<file path="config.mk">
export PLATFORM = sky130hd
export DESIGN_NAME = addkey_subbytes_seq
export DESIGN_NICKNAME = d
export VERILOG_FILES = /design/src/rtl/aes_pkg.sv /design/src/rtl/addkey_subbytes_seq.sv
export SDC_FILE = /design/constraint.sdc
export NUM_CORES = 1
export LEC_CHECK = 0
export BUFFER_PORTS_ARGS = -buffer_cell sky130_fd_sc_hd__buf_2
export CAP_MARGIN = 20
export CELL_PAD_IN_SITES_DETAIL_PLACEMENT = 1
export CELL_PAD_IN_SITES_GLOBAL_PLACEMENT = 1
export CORE_ASPECT_RATIO = 0.9
export CORE_MARGIN = 8
export CORE_UTILIZATION = 36
export DETAILED_ROUTE_END_ITERATION = 8
export PLACE_DENSITY = 0.85
export SKIP_CTS_REPAIR_TIMING = 1
export SLEW_MARGIN = 15
export SYNTH_ARGS = -nofsm -noshare
export SYNTH_HDL_FRONTEND = slang
export SYNTH_SLANG_ARGS = --single-unit
</file>
<file path="constraint.sdc">
create_clock -name clk -period 7.58 [get_ports clk]
set_input_delay 0.758 -clock clk [delete_from_list [all_inputs] [get_ports clk]]
set_output_delay 0.758 -clock clk [all_outputs]
set_load 0.02 [all_outputs]
</file>
<file path="src/rtl/aes_pkg.sv">
// Shared AES definitions: FSM state encoding, block size and a byte-select
// helper used by the AddRoundKey/SubBytes sequencer.
package aes_pkg;

    localparam int AES_NBYTES = 16;
    localparam int AES_CNT_W  = $clog2(AES_NBYTES);

    typedef enum logic [1:0] {
        S_IDLE,
        S_RUN,
        S_DONE
    } state_e;

    // Byte idx of a block; byte 0 sits in the least significant bits.
    function automatic logic [7:0] sel_byte(input logic [8*AES_NBYTES-1:0] v,
                                            input logic [AES_CNT_W-1:0]    idx);
        return v[8*idx +: 8];
    endfunction

endpackage

</file>
<file path="src/rtl/addkey_subbytes_seq.sv">
// AddRoundKey on capture, then SubBytes one byte per cycle through an
// external shared SBOX; the substituted block is offered with valid/ready.
module addkey_subbytes_seq
    import aes_pkg::*;
#(
    parameter int NBYTES = AES_NBYTES,
    parameter int CNT_W  = AES_CNT_W
) (
    input  logic                clk,
    input  logic                rst,
    input  logic                in_valid,
    output logic                in_ready,
    input  logic [8*NBYTES-1:0] in_data,
    input  logic [8*NBYTES-1:0] in_key,
    output logic [7:0]          sbox_in,
    input  logic [7:0]          sbox_out,
    output logic                out_valid,
    input  logic                out_ready,
    output logic [8*NBYTES-1:0] out_data
);

    localparam int W = 8 * NBYTES;

    state_e             state_q, state_d;
    logic [CNT_W-1:0]   cnt_q, cnt_d;
    logic [W-1:0]       work_q, work_d;
    logic [W-1:0]       result_q, result_d;
    logic               in_ready_q, in_ready_d;
    logic               out_valid_q, out_valid_d;

    always_comb begin
        state_d     = state_q;
        cnt_d       = cnt_q;
        work_d      = work_q;
        result_d    = result_q;
        in_ready_d  = in_ready_q;
        out_valid_d = out_valid_q;
        case (state_q)
            S_IDLE: begin
                if (in_valid) begin
                    work_d     = in_data ^ in_key;
                    cnt_d      = '0;
                    in_ready_d = 1'b0;
                    state_d    = S_RUN;
                end
            end
            S_RUN: begin
                // SBOX is combinational: its answer for byte cnt lands this edge.
                result_d[8*cnt_q +: 8] = sbox_out;
                cnt_d                  = cnt_q + CNT_W'(1);
                if (cnt_q == CNT_W'(NBYTES - 1)) begin
                    cnt_d       = '0;
                    out_valid_d = 1'b1;
                    state_d     = S_DONE;
                end
            end
            S_DONE: begin
                if (out_ready) begin
                    out_valid_d = 1'b0;
                    in_ready_d  = 1'b1;
                    state_d     = S_IDLE;
                end
            end
            default: begin
                cnt_d       = '0;
                in_ready_d  = 1'b1;
                out_valid_d = 1'b0;
                state_d     = S_IDLE;
            end
        endcase
    end

    always_ff @(posedge clk or posedge rst) begin
        if (rst) begin
            state_q     <= S_IDLE;
            cnt_q       <= '0;
            work_q      <= '0;
            result_q    <= '0;
            in_ready_q  <= 1'b1;
            out_valid_q <= 1'b0;
        end else begin
            state_q     <= state_d;
            cnt_q       <= cnt_d;
            work_q      <= work_d;
            result_q    <= result_d;
            in_ready_q  <= in_ready_d;
            out_valid_q <= out_valid_d;
        end
    end

    // Park the SBOX input at zero when idle to avoid needless toggling.
    assign sbox_in   = (state_q == S_RUN) ? sel_byte(work_q, cnt_q) : 8'h00;
    assign in_ready  = in_ready_q;
    assign out_valid = out_valid_q;
    assign out_data  = result_q;

endmodule

</file>
# Word level (Yosys, flattened, before mapping)
# Cells that the tools add are included.
# Widths: inputs -> output; s select.
# totals
memories	0
ff_bits	264
elab_cells	42
mem_bits_rw	0
rom_bits	0
latch_bits	0
in_bits	268
# classes
mux	15
bitwise_logic	4
n_div	0
n_shift	3
eq_ne	6
multipliers	0
order_cmp	0
n_addsub	2
n_reduce_logical	6
# ops
cell	count
$bwmux 128	1
$shift 8x34->128 const A	1
$shiftx 128x8->8	1
$shiftx 8x34->128	1
$xor 128x128->128	1
$neg 7->34	1
$pmux 4 s3	1
$reduce_and 3->1	3
$mux 4	2
$mux 8	1
$mux 2	3
$ne 2x2->1 const B	3
$pmux 1 s3	2
$pmux 2 s3	1
$add 4x1->4 const B	1
$eq 4x4->1 const B	1
$mux 1	4
$reduce_and 2->1	2
$not 1->1	3
$eq 2x1->1 const B	1
$eq 2x2->1 const B	1
$logic_not 2->1	1

# Longest topological paths before layout
# Gate-level depths: netlist (run 1).
# logic_depth
depth_word	3
depth_mapped	10
mapped_depth_nobuf	6

# Least setup slack after synthesis (run 1)
# Ideal clock, no wire load.
# synth_path
path_kind	reg2reg
startpoint	register cnt_q[2]
endpoint	register result_q[49] (netlist: out_data[49])
synth_period_minus_slack_ns	2.734
arrival_time_ns	2.609
slack_ns	4.846
required_ns	7.455
stages_incl_launch_ff	11
path_buffers	4
path_cell_list	dfrtp_1 -> buf_2 -> buf_1 -> buf_2 -> nor3_1 -> ha_1 -> inv_1 -> a211oi_4 -> nor2b_1 -> buf_2 -> mux2_2
# synth_between
elab_chain_cells	3
elab_cells_between_ends	4
# synth_rtl
element	line_no	source
start: declaration	addkey_subbytes_seq.sv:25	logic [CNT_W-1:0] cnt_q, cnt_d;
start signal: assignment	addkey_subbytes_seq.sv:83	cnt_q <= cnt_d;
$neg 7->34 (*)	addkey_subbytes_seq.sv:49	result_d[8*cnt_q +: 8] = sbox_out;
$shiftx 8x34->128 / $shift 8x34->128 (equally long branches)	addkey_subbytes_seq.sv:49	
$bwmux 128 (*)	addkey_subbytes_seq.sv:49	
end signal: assignment	addkey_subbytes_seq.sv:85	result_q <= result_d;
end: declaration	addkey_subbytes_seq.sv:27	logic [W-1:0] result_q, result_d;
# Every way passes the cells marked *; elsewhere a longest branch is shown, timed or not.
# A chain may end at the register's enable or synchronous reset.

# Worst setup path in the final report (run 1)
# layout_path
startpoint	register cnt_q[0]
endpoint	register result_q[111] (netlist: out_data[111])
# The elaborated chain is that of the path after synthesis.

==> results of run 1 <==
## metal layers
metal	vias to the layer above	GRT usage (%)	share of wire, %	routed length (um)
li1	4506	-	-	-
met1	4956	24.04	39	16700
met2	359	37.42	52	22510
met3	61	4.780	7.0	3037
met4	6	5.021	2.1	929
met5	-	0	0.079	34
## layout make-up
class | count | area [um2]
sequential | 264 | 6613
inverter | 8 | 33.78
multi-input combinational | 746 | 5537
antenna | 3 | 7.507
clock inverter | 8 | 140.1
tap | 462 | 578.1
clock buffer | 43 | 880.8
fill | 3743 | 18110
timing repair buffer | 413 | 2132
## worst register-to-register path, stage by stage (launching register included)
cell and delay [ns]:
sky130_fd_sc_hd__dfrtp_4 1.13, sky130_fd_sc_hd__inv_1 0.25, sky130_fd_sc_hd__ha_1 0.79, sky130_fd_sc_hd__inv_1 0.22, sky130_fd_sc_hd__nor4_2 0.82, sky130_fd_sc_hd__nand2_1 0.45
sky130_fd_sc_hd__mux2_2 0.40
## kinds of logic after synthesis
logic type	after synthesis
compound gates	188
xor+xnor	130
fa+ha+maj	3
buf+inv	67
flops	264
mux	145
simple gates	280
## worst min path at each step
stage | start | end | slack (ns) | cells past startpoint
finish | rst | work_q[0] | 0.20 | 2
global placement | out_data[62] | out_data[62] | 0.46 | 1
CTS | rst | work_q[10] | 0.43 | 2
global route | rst | work_q[2] | 0.19 | 2
floorplan | work_q[100] | work_q[100] | 0.49 | 2
detailed placement | out_data[62] | out_data[62] | 0.46 | 1
## power by group
group	internal (mW)	total, mW	leakage (nW)	switching, mW
registers	2.00	2.50	3.21	0.496
logic	1.16	2.90	4.05	1.74
clock network	0.933	1.51	0.504	0.577
total	4.10	6.91	7.76	2.81
## synthesized netlist by cell type, types with 2 or more instances
cell / count / area (um2)
sky130_fd_sc_hd__and4_1: 15 / 131.4
sky130_fd_sc_hd__nor3_1: 5 / 25.02
sky130_fd_sc_hd__nand2_2: 3 / 18.77
sky130_fd_sc_hd__o22ai_1: 2 / 12.51
sky130_fd_sc_hd__mux4_2: 24 / 540.5
sky130_fd_sc_hd__nor2_1: 136 / 510.5
sky130_fd_sc_hd__clkbuf_1: 27 / 101.4
sky130_fd_sc_hd__a21o_1: 15 / 112.6
sky130_fd_sc_hd__and2_1: 33 / 206.5
sky130_fd_sc_hd__and3_1: 19 / 118.9
sky130_fd_sc_hd__a21oi_1: 129 / 645.6
sky130_fd_sc_hd__mux2i_1: 18 / 180.2
sky130_fd_sc_hd__nand3_1: 9 / 45.04
sky130_fd_sc_hd__a22oi_1: 16 / 120.1
sky130_fd_sc_hd__mux2_2: 103 / 1160
sky130_fd_sc_hd__xnor2_1: 129 / 1130
sky130_fd_sc_hd__nand4_1: 2 / 12.51
sky130_fd_sc_hd__nand2b_1: 4 / 25.02
sky130_fd_sc_hd__inv_1: 7 / 26.28
sky130_fd_sc_hd__buf_2: 27 / 135.1
sky130_fd_sc_hd__o21ai_0: 12 / 60.06
sky130_fd_sc_hd__buf_1: 4 / 15.01
sky130_fd_sc_hd__ha_1: 3 / 37.54
sky130_fd_sc_hd__dfrtp_1: 263 / 6581
sky130_fd_sc_hd__o211ai_1: 8 / 60.06
sky130_fd_sc_hd__nor2b_1: 9 / 56.30
sky130_fd_sc_hd__nand2_1: 38 / 142.6
## per-stage QoR
| stage | instances | hold slack, ns | cell area, um2 |
|---|---|---|---|
| after floorplan | 1077 | 0.4899 | 12420 |
| after global placement | 1889 | 0.4597 | 14830 |
| after detailed placement | 1889 | 0.4630 | 14830 |
| after CTS | 1940 | 0.4333 | 15850 |
| after global routing | 1947 | 0.1938 | 15920 |
| final | 1947 | 0.1999 | 15920 |
## sequential cells by signal, summed over array words and instances, names as in the netlist
register / flops
out_data: 128
cnt_q: 4
state_q: 2
in_ready: 1
work_q: 128
out_valid: 1
==> impl_metrics.yaml, run 1 <==
global_route:
  largest_net_degree_at_the_start_of_global_routing: 157
  global_route_wire_length_before_repair_um: 64920
  total_congestion_overflow: 0
  grt_pass1_vias: 11060
  globalRouteTotalUtil_pct: 20.50
  grt_antenna_before_repair: 6
timing:
  layout_min_cycle_time_ns: 4.189
  rsz0062_at_grt: "no"
  tightest_slew_ns: 1.076
  timing.fmax_mhz: 238.7
  min_period_over_period_pct: 55.26
  skew_ns: 0.01104
  setup_violations: 0
  report.final.hold_viol_count: 0
  final_max_slew_viol_count: 0
  final.setup.worst_slack_ns: 3.391
  fin_setup_tns_ns: 0
  slew-limit-headroom_pct: 28.24
synth:
  synth_compound_area_share_pct: 8.755
  post_synthesis_adder_cell_area_fraction_pct: 0.3022
  synth.net_count: 1348
  async_reset_ff_share_pct: 100.0
  synth_top_family_by_area: "multiplexers"
  postSynthCellCount: 1077
  syn-cell-area_mm2: 0.01242
  synthMuxAreaShare_pct: 15.14
  number_of_flip_flops_and_latches_in_the_synthesized_netlist: 264
  avgSynthCellArea_um2: 11.53
  yosys_warnings: 0
  synth_xor_area_share_pct: 9.168
  synth_simple_gate_area_share_pct: 11.10
  netlist-cell-type-count: 44
  synth-seq-area-share_pct: 53.20
  synth_edf_count: 0
  synthFlopType: "sky130_fd_sc_hd__dfrtp_1"
detailed_routing:
  remaining_antenna_violation_count_after_routing: 0
  routed-via-count: 9888
  routed_via_density: 5.079
  drt-pass1-iter-count: 4
  detail_route.wirelength_um: 43210
  avgRoutedWirePerCell_um: 22.19
  detailedRoute.firstIterationViolations: 586
  remaining_drc_errors: 0
cts:
  clk_pin_slew_ns: 0.06
  tritoncts: "built"
  tritoncts.num_buffers: 30
  clk_path_buf_depth: 3
  clk_root_buffer_cell: "sky130_fd_sc_hd__clkbuf_16"
  clock_sinks: 264
  clk-insertion-delay-late_ns: 0.55
  ctsHtreeMaxLevel: 1
worst_setup_path:
  crit_path_frequent_cell: "sky130_fd_sc_hd__inv_1"
  cp_data_arrival_time_ns: 4.61
  regToRegStartpoint: "cnt_q[0]"
  reg2reg_slack_ns: 3.39
  critical_path.startpoint: "cnt_q[0]"
  reg2regPathDepth: 6
  crit_required_ns: 8.00
  kind_of_end_point_of_the_critical_path: "flip-flop"
  timing.critical_path.to: "out_data[111]"
  timing.setup.critical_path_class: "flip-flop to flip-flop"
  cpMaxStageDelayCell: "sky130_fd_sc_hd__dfrtp_4"
  cp_max_fo: 67
  critical-path-max-stage-delay_ns: 1.13
  critical_path.n_buffers_inverters: 2
  cp_cell_sequence: "inv_1 -> ha_1 -> inv_1 -> nor4_2 -> nand2_1 -> mux2_2"
  r2r-end: "out_data[111]"
  critPathTopFamily: "simple AND/OR/NAND/NOR gates"
  critical_path_depth: 6
  worst_setup_path_start_kind: "flip-flop"
run:
  max_cap_viol_count: 0
cells_and_area:
  areaGrowthSynthToFinish_pct: 28.20
  proportion_of_layout_cells_with_a_drive_suffix_above_1_pct: 40.55
  final_common_cell: "sky130_fd_sc_hd__buf_2"
  leading_cell_types_in_the_layout_fill_and_taps_excluded: "405 x sky130_fd_sc_hd__buf_2, 261 x sky130_fd_sc_hd__dfrtp_1, 136 x sky130_fd_sc_hd__nor2_1"
  utilization_pct: 46.78
  nNetsFinal: 1734
die:
  io_pins: 406
  fp.dieW_um: 211.8
  floorplan.core_area_mm2: 0.03403
  initial_utilization_pct: 36.49
  fp.dieArea_mm2: 0.04071
  num_rows: 64
  die_height_um: 192.2
power_and_ir_drop:
  fin_total_pwr_mw: 6.907
  vdd_ir_drop_max_mv: 0.1905
  power_density_mw_per_mm2: 433.8
  total_leakage_power_nw: 7.758
placement:
  routabilityCongestion: 0.8122
  port-buffer-count: 405
  dp_slack_ns: 3.378
  place.detailed.hpwl_um: 32930
min_path:
  hold_class: "primary input to async pin"
outcome:
  run_status: "finished clean"
Power figures use the tool's default switching activity.
==> inputs of run 2 (changes only) <==
--- a/config.mk
+++ b/config.mk
@@ -5,13 +5,14 @@
 export SDC_FILE = /design/constraint.sdc
 export NUM_CORES = 1
 export LEC_CHECK = 0
+export ABC_AREA = 1
 export BUFFER_PORTS_ARGS = -buffer_cell sky130_fd_sc_hd__buf_2
 export CAP_MARGIN = 20
 export CELL_PAD_IN_SITES_DETAIL_PLACEMENT = 1
 export CELL_PAD_IN_SITES_GLOBAL_PLACEMENT = 1
 export CORE_ASPECT_RATIO = 0.9
 export CORE_MARGIN = 8
-export CORE_UTILIZATION = 36
+export CORE_UTILIZATION = 34
 export DETAILED_ROUTE_END_ITERATION = 8
 export PLACE_DENSITY = 0.85
 export SKIP_CTS_REPAIR_TIMING = 1
==> constraint.sdc (replaced) <==
create_clock -name clk -period 3.53 [get_ports clk]
set_input_delay 0.353 -clock clk [delete_from_list [all_inputs] [get_ports clk]]
set_output_delay 0.353 -clock clk [all_outputs]
set_load 0.02 [all_outputs]
==> impl_metrics.yaml, run 2 <==
outcome:
  run_status: "finished clean"
cells_and_area:
  final_common_cell: "sky130_fd_sc_hd__nand2_1"
  proportion_of_layout_cells_with_a_drive_suffix_above_1_pct: 25.63
  leading_cell_types_in_the_layout_fill_and_taps_excluded: "500 x sky130_fd_sc_hd__nand2_1, 405 x sky130_fd_sc_hd__buf_2, 261 x sky130_fd_sc_hd__dfrtp_1"
  nNetsFinal: 2242
  areaGrowthSynthToFinish_pct: 27.79
worst_setup_path:
  crit_path_frequent_cell: "sky130_fd_sc_hd__nand3_1"
  critical-path-max-stage-delay_ns: 0.65
  cp_max_fo: 73
  crit_required_ns: 3.18
  kind_of_end_point_of_the_critical_path: "output port"
  cp_data_arrival_time_ns: 2.75
  cpMaxStageDelayCell: "sky130_fd_sc_hd__buf_4"
  worst_setup_path_start_kind: "flip-flop"
  cp_cell_sequence: "inv_2 -> buf_4 -> nand2_1 -> nand3_1 -> nand3_1 -> nand3_1 -> a21oi_1 -> buf_2"
  timing.setup.critical_path_class: "flip-flop to output port"
cts:
  tritoncts.num_buffers: 31
  clk_root_buffer_cell: "sky130_fd_sc_hd__clkbuf_16"
  ctsHtreeMaxLevel: 1
  clk_pin_slew_ns: 0.06
  tritoncts: "built"
  clock_sinks: 264
  clk_path_buf_depth: 3
  clk-insertion-delay-late_ns: 0.56
synth:
  synth_top_cells_by_area: "sky130_fd_sc_hd__dfrtp_1 51%, sky130_fd_sc_hd__nand2_1 14%, sky130_fd_sc_hd__xor2_1 8.7%, sky130_fd_sc_hd__o21ai_0 6.3%, sky130_fd_sc_hd__nand3_1 5.6%"
  yosys.area.top_type_share_pct: 50.76
  postSynthCellCount: 1598
  post-synth-top-count-cell: "sky130_fd_sc_hd__nand2_1"
  synth_area_leader_cell: "sky130_fd_sc_hd__dfrtp_1"
  synth_commonest_cells: "500 x sky130_fd_sc_hd__nand2_1, 263 x sky130_fd_sc_hd__dfrtp_1, 163 x sky130_fd_sc_hd__o21ai_0"
  synth.net_count: 1869
  async_reset_ff_share_pct: 100.0
  avgSynthCellArea_um2: 8.113
  netlist-cell-type-count: 29
  number_of_flip_flops_and_latches_in_the_synthesized_netlist: 264
  synth-seq-area-share_pct: 50.97
  syn-cell-area_mm2: 0.01296
  yosys_warnings: 0
  synthFlopType: "sky130_fd_sc_hd__dfrtp_1"
  synth_edf_count: 0
detailed_routing:
  routed_via_density: 4.942
  drt-pass1-iter-count: 5
  remaining_drc_errors: 0
  remaining_antenna_violation_count_after_routing: 0
  avgRoutedWirePerCell_um: 19.41
  detail_route.wirelength_um: 48240
  detailedRoute.firstIterationViolations: 742
  routed-via-count: 12290
global_route:
  grt_pass1_vias: 13610
  globalRouteTotalUtil_pct: 21.02
  total_congestion_overflow: 0
  grt_antenna_before_repair: 2
  global_route_wire_length_before_repair_um: 76340
  largest_net_degree_at_the_start_of_global_routing: 167
timing:
  min_period_over_period_pct: 87.90
  rsz0062_at_grt: "no"
  fin_setup_tns_ns: 0
  final_max_slew_viol_count: 0
  slew-limit-headroom_pct: 43.39
  whs_ns: 0.08907
  skew_ns: 0.01689
  tightest_slew_ns: 0.8491
  report.final.hold_viol_count: 0
  layout_min_cycle_time_ns: 3.103
  timing.fmax_mhz: 322.3
  setup_violations: 0
min_path:
  hold_class: "primary input to flip-flop"
power_and_ir_drop:
  vdd_ir_drop_max_mv: 0.3800
  power_density_mw_per_mm2: 873.5
  fin_total_pwr_mw: 14.47
  total_leakage_power_nw: 8.236
die:
  initial_utilization_pct: 34.17
  fp.dieW_um: 221.8
  fp.dieArea_mm2: 0.04465
  num_rows: 68
  floorplan.core_area_mm2: 0.03795
  die_height_um: 201.3
  io_pins: 406
placement:
  port-buffer-count: 405
  place.detailed.hpwl_um: 35860
  routabilityCongestion: 0.8366
run:
  max_cap_viol_count: 0
run 2: final cells by class:
type | count | area, um2
Fill cell | 4665 | 21380
Timing Repair Buffer | 420 | 2192
Clock inverter | 16 | 215.2
Tap cell | 490 | 613.1
Antenna cell | 2 | 5.005
Inverter | 162 | 611.8
Sequential cell | 264 | 6613
Clock buffer | 40 | 889.6
Multi-Input combinational cell | 1092 | 5429
run 2: metrics by stage:
| step | std cells | instance area [um2] | worst slack, ns | utilization, % |
|---|---|---|---|---|
| 3_3_place_gp | 2427 | 15450 | 0.9115 | 40.71 |
| 2_1_floorplan | 1598 | 12970 | -0.3057 | - |
| 6_report | 2486 | 16570 | 0.4271 | 43.66 |
| 5_1_grt | 2486 | 16570 | 0.2457 | 43.66 |
| 3_5_place_dp | 2427 | 15450 | 0.7637 | 40.71 |
| 4_1_cts | 2483 | 16550 | 0.3989 | 43.62 |
run 2: final timing paths:
| check | end | slack (ns) | depth (start not counted) | start |
|---|---|---|---|---|
| setup / recovery | sbox_in[2] | 0.43 | 8 | cnt_q[0] |
| hold / removal | work_q[112] | 0.09 | 4 | in_data[112] |
| setup reg to reg | out_data[34] | 0.69 | 8 | cnt_q[1] |
| hold reg to reg | in_ready | 0.47 | 2 | in_ready |
| max in group asynchronous | out_data[29] | 2.22 | 4 | rst |
| min in group asynchronous | work_q[32] | 0.39 | 3 | rst |
run 2: routing by layer:
layer | share of wire, % | track usage (%)
met5 | 0 | 0
met4 | 4.5 | 9.179
met3 | 4.9 | 3.697
met2 | 47 | 34.33
met1 | 43 | 27.15
run 2: logic make-up (layout without fill, tap and decap cells):
group	count (synthesis)	after routing	synth area share, %
simple gates	719	719	23.34
flops	264	264	50.97
buf+inv	242	638	7.219
compound gates	239	239	9.265
xor+xnor	130	130	8.840
fa+ha+maj	3	3	0.2896
mux	1	1	0.07721
other cells	0	2	0
run 2: critical path, delay by kind of cell, from the launching register on:
kind,cells,cell delay (ns)
AOI/OAI and AO/OA,1,0.09
buffers and inverters,3,0.92
DFF,1,0.57
and+or+nand+nor,4,0.55
run 2: power by group:
| part | internal (mW) | leakage, nW | total, mW | switching [mW] |
|---|---|---|---|---|
| clock network | 2.13 | 0.551 | 3.44 | 1.31 |
| logic | 1.75 | 4.82 | 6.13 | 4.38 |
| registers | 4.28 | 2.86 | 4.91 | 0.624 |
==> inputs of run 3 (changes only) <==
--- a/config.mk
+++ b/config.mk
@@ -11,8 +11,8 @@
 export CELL_PAD_IN_SITES_DETAIL_PLACEMENT = 1
 export CELL_PAD_IN_SITES_GLOBAL_PLACEMENT = 1
 export CORE_ASPECT_RATIO = 0.9
-export CORE_MARGIN = 8
 export CORE_UTILIZATION = 34
+export CTS_CLUSTER_DIAMETER = 80
 export DETAILED_ROUTE_END_ITERATION = 8
 export PLACE_DENSITY = 0.85
 export SKIP_CTS_REPAIR_TIMING = 1
@@ -20,3 +20,4 @@
 export SYNTH_ARGS = -nofsm -noshare
 export SYNTH_HDL_FRONTEND = slang
 export SYNTH_SLANG_ARGS = --single-unit
+export TNS_END_PERCENT = 10
==> impl_metrics.yaml, run 3 (synthesis gave the netlist of run 2 again) <==
cts:
  clk_pin_slew_ns: 0.06
  clk_path_buf_depth: 3
  ctsHtreeMaxLevel: 1
  clock_sinks: 264
  clk_root_buffer_cell: "sky130_fd_sc_hd__clkbuf_16"
  clk-insertion-delay-late_ns: 0.57
  tritoncts.num_buffers: 30
  tritoncts: "built"
power_and_ir_drop:
  vdd_ir_drop_max_mv: 0.4947
  netSwitchingPower_mw: 6.226
  power.share.sequential_pct: 34.3
  power_density_mw_per_mm2: 859.1
  internal-power_mw: 7.948
  comb_power_share_pct: 43.5
  switching_share_pct: 43.93
  fin_total_pwr_mw: 14.17
  total_leakage_power_nw: 8.196
  clock_power_share_pct: 22.3
die:
  fp.dieArea_mm2: 0.03892
  floorplan.core_area_mm2: 0.03739
  die_height_um: 187.3
  initial_utilization_pct: 34.68
  fp.dieW_um: 207.8
  io_pins: 406
  num_rows: 67
timing:
  final_max_slew_viol_count: 0
  tightest_slew_ns: 0.8505
  setup_violations: 0
  layout_min_cycle_time_ns: 3.120
  final.setup.worst_slack_ns: 0.4097
  skew_ns: 0.02240
  slew-limit-headroom_pct: 43.30
  min_period_over_period_pct: 88.39
  report.final.hold_viol_count: 0
  timing.fmax_mhz: 320.5
  rsz0062_at_grt: "no"
worst_setup_path:
  timing.setup.critical_path_class: "flip-flop to output port"
  critical_path.n_buffers_inverters: 3
  reg2regPathDepth: 8
  crit_required_ns: 3.18
  cpMaxStageDelayCell: "sky130_fd_sc_hd__buf_4"
  kind_of_end_point_of_the_critical_path: "output port"
  critical-path-max-stage-delay_ns: 0.64
  critPathTopFamily: "buffers and inverters"
  critical_path_depth: 8
  cp_data_arrival_time_ns: 2.77
  crit_path_frequent_cell: "sky130_fd_sc_hd__nand3_1"
  worst_setup_path_start_kind: "flip-flop"
  reg2reg_slack_ns: 0.67
  cp_max_fo: 73
  cp_cell_sequence: "inv_2 -> buf_4 -> nand2_1 -> nand3_1 -> nand3_1 -> nand3_1 -> a21oi_1 -> buf_2"
detailed_routing:
  drt-pass1-iter-count: 5
  detail_route.wirelength_um: 46320
  detailedRoute.firstIterationViolations: 678
  remaining_drc_errors: 0
  remaining_antenna_violation_count_after_routing: 0
  avgRoutedWirePerCell_um: 18.68
  routed-via-count: 12190
  routed_via_density: 4.915
run:
  max_cap_viol_count: 0
cells_and_area:
  final-seq-area_mm2: 0.006613
  nNetsFinal: 2245
  proportion_of_layout_cells_with_a_drive_suffix_above_1_pct: 25.33
  footprint_of_the_multi_input_gates_mm2: 0.005429
  final_common_cell: "sky130_fd_sc_hd__nand2_1"
  areaGrowthSynthToFinish_pct: 27.25
  fillers: 4581
  leading_cell_types_in_the_layout_fill_and_taps_excluded: "500 x sky130_fd_sc_hd__nand2_1, 405 x sky130_fd_sc_hd__buf_2, 261 x sky130_fd_sc_hd__dfrtp_1"
global_route:
  grt_antenna_before_repair: 3
  total_congestion_overflow: 0
  globalRouteTotalUtil_pct: 23.79
  global_route_wire_length_before_repair_um: 73500
  grt_pass1_vias: 13270
  largest_net_degree_at_the_start_of_global_routing: 83
placement:
  dp_slack_ns: 0.7239
  place.detailed.hpwl_um: 34100
  routabilityCongestion: 0.8528
  port-buffer-count: 405
min_path:
  number_of_cells_on_the_worst_hold_path: 4
  hold_class: "primary input to flip-flop"
outcome:
  run_status: "finished clean"
==> run 3: cell types whose count changed in the layout (fill, tap and decap cells not counted) <==
cell,before,now
sky130_fd_sc_hd__clkbuf_1,1,7
sky130_fd_sc_hd__clkinv_2,8,4
sky130_fd_sc_hd__bufinv_16,5,2
sky130_fd_sc_hd__buf_12,4,6
sky130_fd_sc_hd__buf_4,10,12
sky130_fd_sc_hd__clkbuf_8,8,7
sky130_fd_sc_hd__clkinv_4,1,0
sky130_fd_sc_hd__diode_2,2,3
sky130_fd_sc_hd__inv_6,1,0
==> run 3: metrics by stage <==
| stage | hold WS (ns) | util [%] | setup TNS, ns | instance area, um2 | std cells |
|---|---|---|---|---|---|
| floorplan | 0.4864 | - | -80.40 | 12970 | 1598 |
| global placement | 0.4523 | 41.44 | 0 | 15490 | 2424 |
| detailed placement | 0.4618 | 41.44 | 0 | 15490 | 2424 |
| CTS | -0.07302 | 44.08 | 0 | 16480 | 2476 |
| global route | 0.08669 | 44.13 | 0 | 16500 | 2480 |
| finish | 0.08216 | 44.13 | 0 | 16500 | 2480 |
==> run 3: final timing paths <==
kind	startpoint	endpoint
hold / removal	in_data[91]	work_q[91]
setup reg to reg	cnt_q[0]	out_data[93]
setup / recovery	cnt_q[0]	sbox_in[1]
min in group asynchronous	rst	out_data[50]
hold reg to reg	in_ready	in_ready
max in group asynchronous	rst	out_data[11]
==> run 3: final cells by class <==
class,instances,share of cell area [%]
flip-flops and latches,264,40.08
inverters,162,3.708
clock inverters,7,0.5309
multi-input cells,1092,32.91
well taps,483,3.663
repair buffers,424,13.62
diodes,3,0.04550
clock buffers,45,5.445
==> run 3: layer usage <==
layer | track usage (%) | up-vias | routed length (um) | share of wire (%)
met2 | 39.46 | 367 | 21850 | 47
li1 | - | 5763 | - | -
met1 | 32.00 | 5961 | 21050 | 45
met3 | 2.989 | 99 | 1771 | 3.8
met4 | 8.405 | 0 | 1646 | 3.6
met5 | 0 | - | 0 | 0
==> run 3: power groups by stage <==
stage | Clock, mW | Combinational (mW) | Sequential, mW
global placement | 0 | 5.92 | 4.85
CTS | 3.22 | 6.20 | 4.86
global route | 3.33 | 6.82 | 4.99
floorplan | 0 | 3.30 | 5.38
finish | 3.16 | 6.16 | 4.86
detailed placement | 0 | 6.14 | 4.89
==> run 3: worst min-delay path, delay by kind of cell <==
family	cells	cell delay, ns
AOI/OAI and AO/OA	1	0.07
buffers and inverters	1	0.08
and+or+nand+nor	1	0.05
xor gates and xnor gates	1	0.05
